### config.mk
export PLATFORM = sky130hd
export DESIGN_NAME = fifo_ctrl
export DESIGN_NICKNAME = d
export VERILOG_FILES = /design/src/rtl/fifo_ctrl.sv
export SDC_FILE = /design/constraint.sdc
export NUM_CORES = 1
export LEC_CHECK = 0
export BUFFER_PORTS_ARGS = -buffer_cell sky130_fd_sc_hd__buf_2
export CORE_UTILIZATION = 40
export CTS_CLUSTER_DIAMETER = 100
export DETAILED_ROUTE_END_ITERATION = 6
export GPL_TIMING_DRIVEN = 0
export PLACE_DENSITY = 0.67
export SYNTH_ARGS = -nofsm -noshare
export SYNTH_HDL_FRONTEND = slang
export SYNTH_SLANG_ARGS = --single-unit
### constraint.sdc
create_clock -name clk -period 1.46 [get_ports clk]
set_clock_uncertainty 0.15 [all_clocks]
set_input_delay 0.146 -clock clk [delete_from_list [all_inputs] [get_ports clk]]
set_output_delay 0.146 -clock clk [all_outputs]
set_load 0.05 [all_outputs]
### src/rtl/fifo_ctrl.sv
// Pointer/flag controller for a synchronous FIFO built around a register-file storage block.
// Optional sticky overflow/underflow error flags are enabled with `define FIFO_CTRL_ERR_FLAGS_EN.
module fifo_ctrl #(
    parameter int ADDR_WIDTH = 2,
    parameter int AF_LEVEL   = 3,
    parameter int AE_LEVEL   = 1
) (
    input  logic                  clk,
    input  logic                  reset,
    input  logic                  wr,
    input  logic                  rd,
`ifdef FIFO_CTRL_ERR_FLAGS_EN
    input  logic                  err_clr,
    output logic                  overflow,
    output logic                  underflow,
`endif
    output logic                  wr_en,
    output logic [ADDR_WIDTH-1:0] w_addr,
    output logic [ADDR_WIDTH-1:0] r_addr,
    output logic                  full,
    output logic                  empty,
    output logic [ADDR_WIDTH:0]   count,
    output logic                  almost_full,
    output logic                  almost_empty
);

    localparam logic [ADDR_WIDTH:0] AF_THR = AF_LEVEL[ADDR_WIDTH:0];
    localparam logic [ADDR_WIDTH:0] AE_THR = AE_LEVEL[ADDR_WIDTH:0];

    logic [ADDR_WIDTH-1:0] w_ptr_q, w_ptr_d;
    logic [ADDR_WIDTH-1:0] r_ptr_q, r_ptr_d;
    logic [ADDR_WIDTH:0]   count_q, count_d;
    logic                  full_q,  full_d;
    logic                  empty_q, empty_d;

    logic                  push_ok;
    logic                  pop_ok;
    logic [ADDR_WIDTH-1:0] w_ptr_inc;
    logic [ADDR_WIDTH-1:0] r_ptr_inc;

    // A push into a full FIFO is still accepted when a pop frees the head slot
    // at the same edge; the write lands on the slot being read.
    assign push_ok   = wr & (~full_q | rd);
    assign pop_ok    = rd & ~empty_q;
    assign w_ptr_inc = w_ptr_q + 1'b1;
    assign r_ptr_inc = r_ptr_q + 1'b1;

    always_comb begin
        w_ptr_d = w_ptr_q;
        r_ptr_d = r_ptr_q;
        count_d = count_q;
        full_d  = full_q;
        empty_d = empty_q;

        if (push_ok) begin
            w_ptr_d = w_ptr_inc;
        end
        if (pop_ok) begin
            r_ptr_d = r_ptr_inc;
        end

        // Simultaneous push and pop leaves occupancy and both flags untouched.
        if (push_ok && !pop_ok) begin
            count_d = count_q + 1'b1;
            empty_d = 1'b0;
            full_d  = (w_ptr_inc == r_ptr_q);
        end else if (pop_ok && !push_ok) begin
            count_d = count_q - 1'b1;
            full_d  = 1'b0;
            empty_d = (r_ptr_inc == w_ptr_q);
        end
    end

    always_ff @(posedge clk or posedge reset) begin
        if (reset) begin
            w_ptr_q <= '0;
            r_ptr_q <= '0;
            count_q <= '0;
            full_q  <= 1'b0;
            empty_q <= 1'b1;
        end else begin
            w_ptr_q <= w_ptr_d;
            r_ptr_q <= r_ptr_d;
            count_q <= count_d;
            full_q  <= full_d;
            empty_q <= empty_d;
        end
    end

`ifdef FIFO_CTRL_ERR_FLAGS_EN
    logic overflow_q,  overflow_d;
    logic underflow_q, underflow_d;

    // A new error event in the clearing cycle takes priority over err_clr.
    always_comb begin
        overflow_d  = overflow_q;
        underflow_d = underflow_q;
        if (err_clr) begin
            overflow_d  = 1'b0;
            underflow_d = 1'b0;
        end
        if (wr && full_q && !rd) begin
            overflow_d = 1'b1;
        end
        if (rd && empty_q) begin
            underflow_d = 1'b1;
        end
    end

    always_ff @(posedge clk or posedge reset) begin
        if (reset) begin
            overflow_q  <= 1'b0;
            underflow_q <= 1'b0;
        end else begin
            overflow_q  <= overflow_d;
            underflow_q <= underflow_d;
        end
    end

    assign overflow  = overflow_q;
    assign underflow = underflow_q;
`endif

    assign wr_en        = push_ok;
    assign w_addr       = w_ptr_q;
    assign r_addr       = r_ptr_q;
    assign full         = full_q;
    assign empty        = empty_q;
    assign count        = count_q;
    assign almost_full  = (count_q >= AF_THR);
    assign almost_empty = (count_q <= AE_THR);

endmodule
==> results.ini, run 1 <==
[outcome]
outcome=finished, violations left
failed_checks=negative setup slack

[clock_tree]
cts.clk_slew.worst_paths_ps=60
cts_root_buf=clkbuf_4
tritoncts=built
insertion_delay_ps=250
clk_path_buf_depth=2
cts.sinks=9
htree_levels=1
numCtsBuffers=3

[die]
dieArea_mm2=0.00153
start_util_pct=42.8
io_pins=16
core_area_mm2=0.00128
rows=13
die_w_um=39.1
dieHeight_um=39.1

[setup_path]
crit_path_end=almost_full
regToRegEndpoint=count[0]
reg2reg_slack_ps=60
cp.arrival_ps=1330
startpoint=count[0]
start_kind=flip-flop
criticalPathCategory=flip-flop to output pin
required_ps=1160
cp_max_fo=5
ff2ff_path_depth=6
timing.rr.start=empty
worstSetupEndpointType=output pin

[cells_and_area]
syn2layout_area_growth_pct=41.4
fin_nets=89
n_antenna_cell=0
drive_gt1_share_pct=47.4
fin_area_um2=778
ff_latch_area_um2=228
fillers=107
multiInputGateArea_um2=354

[worst_hold_path]
worstHoldPathType=input port to flip-flop
hp-start=rd

[global_routing]
grt_pass1_wl_um=1610
grt.total_usage_pct=16.3
grt_overflow=0
grt_max_degree=11
grt_pass1_vias=367
grt_antenna_before_repair=0

[sta]
finalMaxSlewViolations=0
worst_pin_slew_ps=342
hold_violations=0
relSlewSlack_pct=77.2
finalSetupViolCount=2
period_needed_ps=1620
finalCritPeriodShare_pct=111
fmax_mhz=616
setup_ws_ps=-163
rsz0062_at_grt=true

[logic_synthesis]
synth.distinct_cells=19
synth_seq_area_share_pct=41.1
ys_warn_count=0
ys_ff_latch=9
synth_cells=55
mappedNetlistArea_um2=551
syn_avg_cell_area_um2=10.0
synthesis.nets=65

[detailed_routing]
drc=0
vias=425
drtIter0Drc=2
wl_um=1040
wl_per_cell_um=11.2
ant_nets=0
viasPerCell=4.57
drt_pass1_iterations=2

[placement]
dp_hpwl_um=767
place.gp.congestion=0.710
pre_cts_ws_ps=-41.6
placed_area_um2=689
io_buffers=15

[run]
max-cap-violations=0

[kinds of logic (layout without fill, tap and decap cells)]
kind of cell / after synthesis / count (layout) / synth area share, %
adder cells (fa/ha/maj): 6 / 6 / 13.6
XOR/XNOR: 6 / 6 / 10.9
AO/OA/AOI/OAI: 12 / 12 / 14.5
flip-flops: 9 / 9 / 41.1
buffers and inverters: 7 / 30 / 4.77
AND/OR/NAND/NOR: 13 / 13 / 11.4
multiplexers: 2 / 2 / 3.64
[how the worst min path moves through the flow]
stage                 to  slack (ps)  cells past startpoint
2_1_floorplan   count[0]        -180                      1
3_3_place_gp    count[2]         -30                      2
3_5_place_dp   r_addr[1]         -30                      2
4_1_cts        r_addr[1]          80                      3
5_1_grt        r_addr[1]          90                      3
6_report       r_addr[1]          80                      3
[registers in the layout, summed over array words and instances, names as in the netlist]
register and flops:
full 1, empty 1, count 3, r_addr 2
w_addr 2
[final cells by class]
type | count | share of cell area, %
tap | 15 | 2.41
multi-input combinational | 39 | 45.5
timing repair buffer | 20 | 16.6
sequential | 9 | 29.3
clock buffer | 4 | 3.38
inverter | 6 | 2.89
[timing repair]
action	in CTS	in global routing
hold endpoints to repair	9	0
gates resized for setup	7	5
pin swaps	2	3
setup buffers	4	0
cloned	0	0
hold buffers	1	0
endpoints found under the setup margin	7	6
[through the flow]
stage	TNS (ps)	hold slack (ps)	cells	utilization (%)
finish	-282	83.8	93	60.6
global route	-447	91.7	93	60.6
CTS	-353	84.0	93	59.2
detailed placement	-112	-28.8	85	53.7
global placement	-71.0	-31.5	85	53.7
floorplan	-1380	-177	55	-
[worst max-delay path, stage by stage (launching register included)]
cell and delay [ps]:
dfrtp_1 420, ha_2 220, ha_4 160, nor2_4 70, o21ai_2 60, buf_6 150
[cell usage in the layout, fill, tap and decap left out, types with 2 or more instances in the layout]
master | netlist | final
a21oi_1 | 2 | 2
xnor2_1 | 3 | 3
clkbuf_4 | 0 | 4
nor2_1 | 4 | 2
nor2b_1 | 3 | 3
buf_4 | 0 | 6
dfrtp_1 | 8 | 7
inv_2 | 0 | 2
xor2_1 | 2 | 2
buf_2 | 0 | 11
inv_1 | 6 | 4
o21ai_1 | 0 | 4
ha_1 | 6 | 3
mux2i_1 | 2 | 2
ha_4 | 0 | 2
o31ai_2 | 2 | 2
nand2_1 | 4 | 4
[layer usage]
layer	up-vias	routed length, µm	track usage, %
met1	190	462	20.1
met5	-	0	0
met4	0	0	5.17
met2	9	536	25.4
met3	0	40	6.94
li1	226	-	-
[Yosys cell counts]
cell	n	area share, %
a21oi_1	2	1.8
clkbuf_1	1	0.68
dfrtp_1	8	36
dfstp_2	1	4.8
ha_1	6	14
inv_1	6	4.1
mux2i_1	2	3.6
nand2_1	4	2.7
nand2b_1	1	1.1
nand3b_1	1	1.4
nor2_1	4	2.7
nor2b_1	3	3.4
o211ai_1	1	1.4
o21a_1	1	1.4
o21ai_0	6	5.5
o31ai_2	2	4.5
xnor2_1	3	4.8
xnor2_2	1	3.0
xor2_1	2	3.2
Power of run 1 is left out: the tool's default activity adds up to more than one toggle a clock period on the data nets, which glitch-free logic cannot reach.
==> run 2, diff against run 1 <==
--- a/config.mk
+++ b/config.mk
@@ -6,11 +6,12 @@
 export NUM_CORES = 1
 export LEC_CHECK = 0
 export BUFFER_PORTS_ARGS = -buffer_cell sky130_fd_sc_hd__buf_2
-export CORE_UTILIZATION = 40
+export CORE_AREA = 2 2 39 41
 export CTS_CLUSTER_DIAMETER = 100
 export DETAILED_ROUTE_END_ITERATION = 6
+export DIE_AREA = 0 0 41 43
 export GPL_TIMING_DRIVEN = 0
-export PLACE_DENSITY = 0.67
+export PLACE_DENSITY = 0.69
 export SYNTH_ARGS = -nofsm -noshare
 export SYNTH_HDL_FRONTEND = slang
 export SYNTH_SLANG_ARGS = --single-unit
==> run 2 against run 1 <==
Net effect: the run still ends with negative setup slack left; final cell count is 1.1% higher; first-iteration DRC count is 100% higher; final area is 4.7% higher; count of clock-buffer cells in the layout stayed put; largest cell class unchanged; non-clock buffer count stayed put; die area is 15% higher.
==> results.ini, run 2 (same netlist as run 1, synthesis figures left out) <==
[global_routing]
grt_max_degree=11  ; unchanged
grt_pass1_vias=404  ; +10%
grt_pass1_wl_um=1660  ; +3.0%
grt.total_usage_pct=14.8  ; -1.5 points
grt_antenna_before_repair=0  ; unchanged
grt_overflow=0  ; unchanged

[cells_and_area]
fillers=117  ; +9.3%
final_common_cell=buf_2
fin_nets=89  ; unchanged
n_antenna_cell=0  ; unchanged
multiInputGateArea_um2=370  ; +4.6%
drive_gt1_share_pct=52.6  ; +5.1 points
syn2layout_area_growth_pct=48.0
ff_latch_area_um2=229  ; +0.55%
final_cell_mix=buf_2 (10), dfrtp_1 (6), buf_4 (5)
fin_area_um2=815  ; +4.7%
largest_reg_flops=3  ; unchanged

[clock_tree]
cts.sinks=9  ; unchanged
cts.clk_slew.worst_paths_ps=60  ; about the same
cts_root_buf=clkbuf_4
tritoncts=built
insertion_delay_ps=260  ; about the same
clk_path_buf_depth=2  ; unchanged
numCtsBuffers=3  ; unchanged
htree_levels=1  ; unchanged

[outcome]
outcome=finished, violations left
failed_checks=negative setup slack

[die]
dieArea_mm2=0.00176  ; +15%
die_w_um=41  ; +4.9%
dieHeight_um=43  ; +10%
core_area_mm2=0.00138  ; +7.7%
start_util_pct=39.8  ; -3.1 points
rows=14  ; +1
io_pins=16  ; unchanged

[setup_path]
start_kind=flip-flop
cp_max_fo=3  ; -2
cp.buffers_inverters=2  ; +1
criticalPathCategory=flip-flop to output pin
cpLargestDelayFamily=flip-flops
crit_top_cell=buf_6
cp_slowest_cell=dfrtp_1
path_cells=buf_6 -> ha_2 -> a21oi_2 -> nor2_2 -> buf_6
worstSetupEndpointType=output pin
cpPeakStageDelay_ps=420  ; about the same
reg2reg_slack_ps=-50  ; -110 ps
cp.arrival_ps=1330  ; about the same
required_ps=1160  ; about the same

[sta]
fmax_mhz=615  ; -0.20%
rsz0062_at_grt=true
period_needed_ps=1630  ; +3.32 ps
finalMaxSlewViolations=0  ; unchanged
worst_pin_slew_ps=332  ; -10.2 ps
relSlewSlack_pct=77.9  ; +0.68 points
finalCritPeriodShare_pct=111  ; +0.23 points
hold_violations=0  ; unchanged
setup_tns_ps=-372  ; -90.6 ps
finalSetupViolCount=3  ; +1
setup_ws_ps=-166  ; -3.32 ps
worst_hold_slack_ps=54.3  ; -29.6 ps

[detailed_routing]
wl_per_cell_um=11.2  ; +0.46%
viasPerCell=4.65  ; +1.7%
drtIter0Drc=4  ; +2
drt_pass1_iterations=4  ; +2
drc=0  ; unchanged
ant_nets=0  ; unchanged
vias=437  ; +2.8%
wl_um=1050  ; +1.5%

[placement]
pre_cts_ws_ps=-32.2  ; +9.39 ps
placed_area_um2=691  ; +0.18%
io_buffers=15  ; unchanged
dp_hpwl_um=754  ; -1.7%
place.gp.congestion=0.676  ; -4.8%

[run]
max-cap-violations=0  ; unchanged

[worst_hold_path]
worstHoldPathType=input port to flip-flop

## run 2: cell type report
type | instances | share of cell area, %
sequential | 9 | 28.1
inverter | 6 | 3.23
multi-input combinational | 39 | 45.5
timing repair buffer | 20 | 17.5
tap | 16 | 2.46
clock buffer | 4 | 3.23
## run 2: path summary, 6_finish.rpt
path                       startpoint      endpoint  cells past startpoint
min in group asynchronous       reset     r_addr[1]                      3
hold reg to reg                 empty         empty                      2
hold / removal                     wr     w_addr[1]                      3
setup / recovery             count[0]  almost_empty                      5
max in group asynchronous       reset         empty                      3
setup reg to reg             count[0]      count[1]                      5
## run 2: metrics by stage
| step | cells | utilization (%) |
|---|---|---|
| after CTS | 94 | 55.6 |
| after global placement | 86 | 49.9 |
| after detailed placement | 86 | 49.9 |
| after floorplan | 55 | - |
| final | 94 | 58.9 |
| after global routing | 94 | 58.9 |
## run 2: tightest hold or removal path, cell delays in order
cell	delay, ps
buf_2	110
o211ai_1	100
xnor2_1	70
## run 2: metal layers
layer | part of all wire (%) | track usage, % | up-vias
li1 | - | - | 229
met1 | 44 | 16.9 | 196
met2 | 50 | 21.3 | 10
met3 | 4.3 | 7.85 | 2
met4 | 1.6 | 8.00 | 0
met5 | 0 | 0 | -
## run 2: what timing repair did
item	in CTS	in global routing
pin swaps	2	2
endpoints found under the setup margin	7	5
resized for setup	9	13
gates cloned	0	0
setup buffers	4	0
hold buffers	1	0
hold endpoints to repair	9	0
Power of run 2 is left out for the same reason.
==> run 3, diff against run 2 <==
--- a/config.mk
+++ b/config.mk
@@ -12,6 +12,7 @@
 export DIE_AREA = 0 0 41 43
 export GPL_TIMING_DRIVEN = 0
 export PLACE_DENSITY = 0.69
+export SKIP_CTS_REPAIR_TIMING = 1
 export SYNTH_ARGS = -nofsm -noshare
 export SYNTH_HDL_FRONTEND = slang
 export SYNTH_SLANG_ARGS = --single-unit
==> run 3 against run 2 <==
Net effect: the flow still finishes with violations (negative setup slack); via count is 0.46% higher; worst hold slack worse by 1.6 ps; final cell count is 2.1% lower; first-iteration DRC count is 50% higher; global-route usage is 1.0 points lower; core utilization is 2.2 points lower; critical path depth stayed put; final area is 3.7% lower; non-clock buffer count is 2 lower; register-to-register slack better by 100 ps; maximum frequency is 2.7% lower; sequential share of layout area is 1.1 points higher; critical path type unchanged; largest cell class unchanged.
==> results.ini, run 3 (same netlist as run 1, synthesis figures left out) <==
[clock_tree]
cts.sinks=9  ; unchanged
clk_path_buf_depth=2  ; unchanged
insertion_delay_ps=260  ; about the same
cts_root_buf=clkbuf_4
tritoncts=built
cts.clk_slew.worst_paths_ps=60  ; about the same
htree_levels=1  ; unchanged
numCtsBuffers=3  ; unchanged

[detailed_routing]
wl_per_cell_um=11.5  ; +2.2%
drtIter0Drc=6  ; +2
ant_nets=0  ; unchanged
drc=0  ; unchanged
drt_pass1_iterations=4  ; unchanged
wl_um=1050  ; unchanged
viasPerCell=4.77  ; +2.6%
vias=439  ; +0.46%

[cells_and_area]
largest_reg_flops=3  ; unchanged
final_common_cell=buf_2
final_cell_mix=buf_2 (12), dfrtp_1 (6), nand2_1 (4)
drive_gt1_share_pct=51.3  ; -1.2 points
fillers=127  ; +8.5%
syn2layout_area_growth_pct=42.5
fin_nets=87  ; -2.2%
n_antenna_cell=0  ; unchanged
ff_latch_area_um2=229  ; unchanged
multiInputGateArea_um2=369  ; -0.34%

[sta]
period_needed_ps=1670  ; +45.2 ps
hold_violations=0  ; unchanged
relSlewSlack_pct=79.5  ; +1.7 points
finalSetupViolCount=2  ; -1
fmax_mhz=598  ; -2.7%
rsz0062_at_grt=true
finalCritPeriodShare_pct=114  ; +3.1 points
setup_ws_ps=-211  ; -45.2 ps
finalMaxSlewViolations=0  ; unchanged
worst_pin_slew_ps=299  ; -33.2 ps

[die]
die_w_um=41  ; unchanged
dieArea_mm2=0.00176  ; unchanged
dieHeight_um=43  ; unchanged
start_util_pct=39.8  ; unchanged
core_area_mm2=0.00138  ; unchanged
rows=14  ; unchanged
io_pins=16  ; unchanged

[placement]
place.gp.congestion=0.676  ; unchanged
io_buffers=15  ; unchanged
dp_hpwl_um=754  ; unchanged
pre_cts_ws_ps=-32.2  ; unchanged

[outcome]
outcome=finished, violations left
failed_checks=negative setup slack

[global_routing]
grt_max_degree=11  ; unchanged
grt_pass1_vias=373  ; -7.7%
grt_pass1_wl_um=1540  ; -7.5%
grt_antenna_before_repair=0  ; unchanged
grt_overflow=0  ; unchanged
grt.total_usage_pct=13.8  ; -1.0 points

[worst_hold_path]
hp-start=wr
worstHoldPathType=input port to flip-flop

[setup_path]
path_cells=ha_2 -> ha_4 -> nor2_4 -> o21ai_2 -> buf_6
cp_slowest_cell=dfrtp_1
cp_max_fo=4  ; +1
required_ps=1160  ; about the same
worstSetupEndpointType=output pin
startpoint=count[1]
start_kind=flip-flop
reg2reg_slack_ps=50  ; +100 ps
cp.arrival_ps=1380  ; +50 ps
criticalPathCategory=flip-flop to output pin
cpPeakStageDelay_ps=430  ; about the same
timing.rr.start=empty

[run]
max-cap-violations=0  ; unchanged

-- run 3: final cells by class --
| type | count | share of cell area [%] |
|---|---|---|
| tap | 16 | 2.55 |
| inverter | 6 | 3.19 |
| sequential | 9 | 29.2 |
| clock buffer | 4 | 3.35 |
| timing repair buffer | 18 | 14.7 |
| multi-input combinational | 39 | 47.0 |
-- run 3: metrics by stage --
stage	instances	area, µm²	TNS [ps]	util, %	hold WS [ps]
after global placement	86	691	-66.5	49.9	-31.4
after detailed placement	86	691	-97.7	49.9	-33.2
after CTS	90	717	-601	51.8	-309
after global routing	92	785	-390	56.7	52.7
after floorplan	55	596	-1380	-	-177
final	92	785	-273	56.7	52.7
-- run 3: path summary, 6_finish.rpt --
| path | end | cells past startpoint |
|---|---|---|
| worst max-delay path | almost_full | 5 |
| worst max register to register | count[2] | 5 |
| max in group asynchronous | empty | 3 |
| min in group asynchronous | w_addr[1] | 3 |
| worst min register to register | full | 2 |
| worst min-delay path | w_addr[1] | 3 |
-- run 3: critical path: cells and delay by family (launching register included) --
family | cells | cell delay, ps
AO/OA/AOI/OAI | 1 | 60
adder cells (fa/ha/maj) | 2 | 380
buffers and inverters | 1 | 150
flip-flops | 1 | 430
AND/OR/NAND/NOR | 1 | 90
-- run 3: metal layers --
metal | track usage, % | part of all wire [%] | routed length (µm)
met5 | 0 | 0 | 0
met4 | 8.00 | 1.6 | 17
met3 | 7.85 | 5.1 | 54
met2 | 18.8 | 50 | 526
met1 | 16.3 | 43 | 455
Power of run 3 is left out for the same reason.
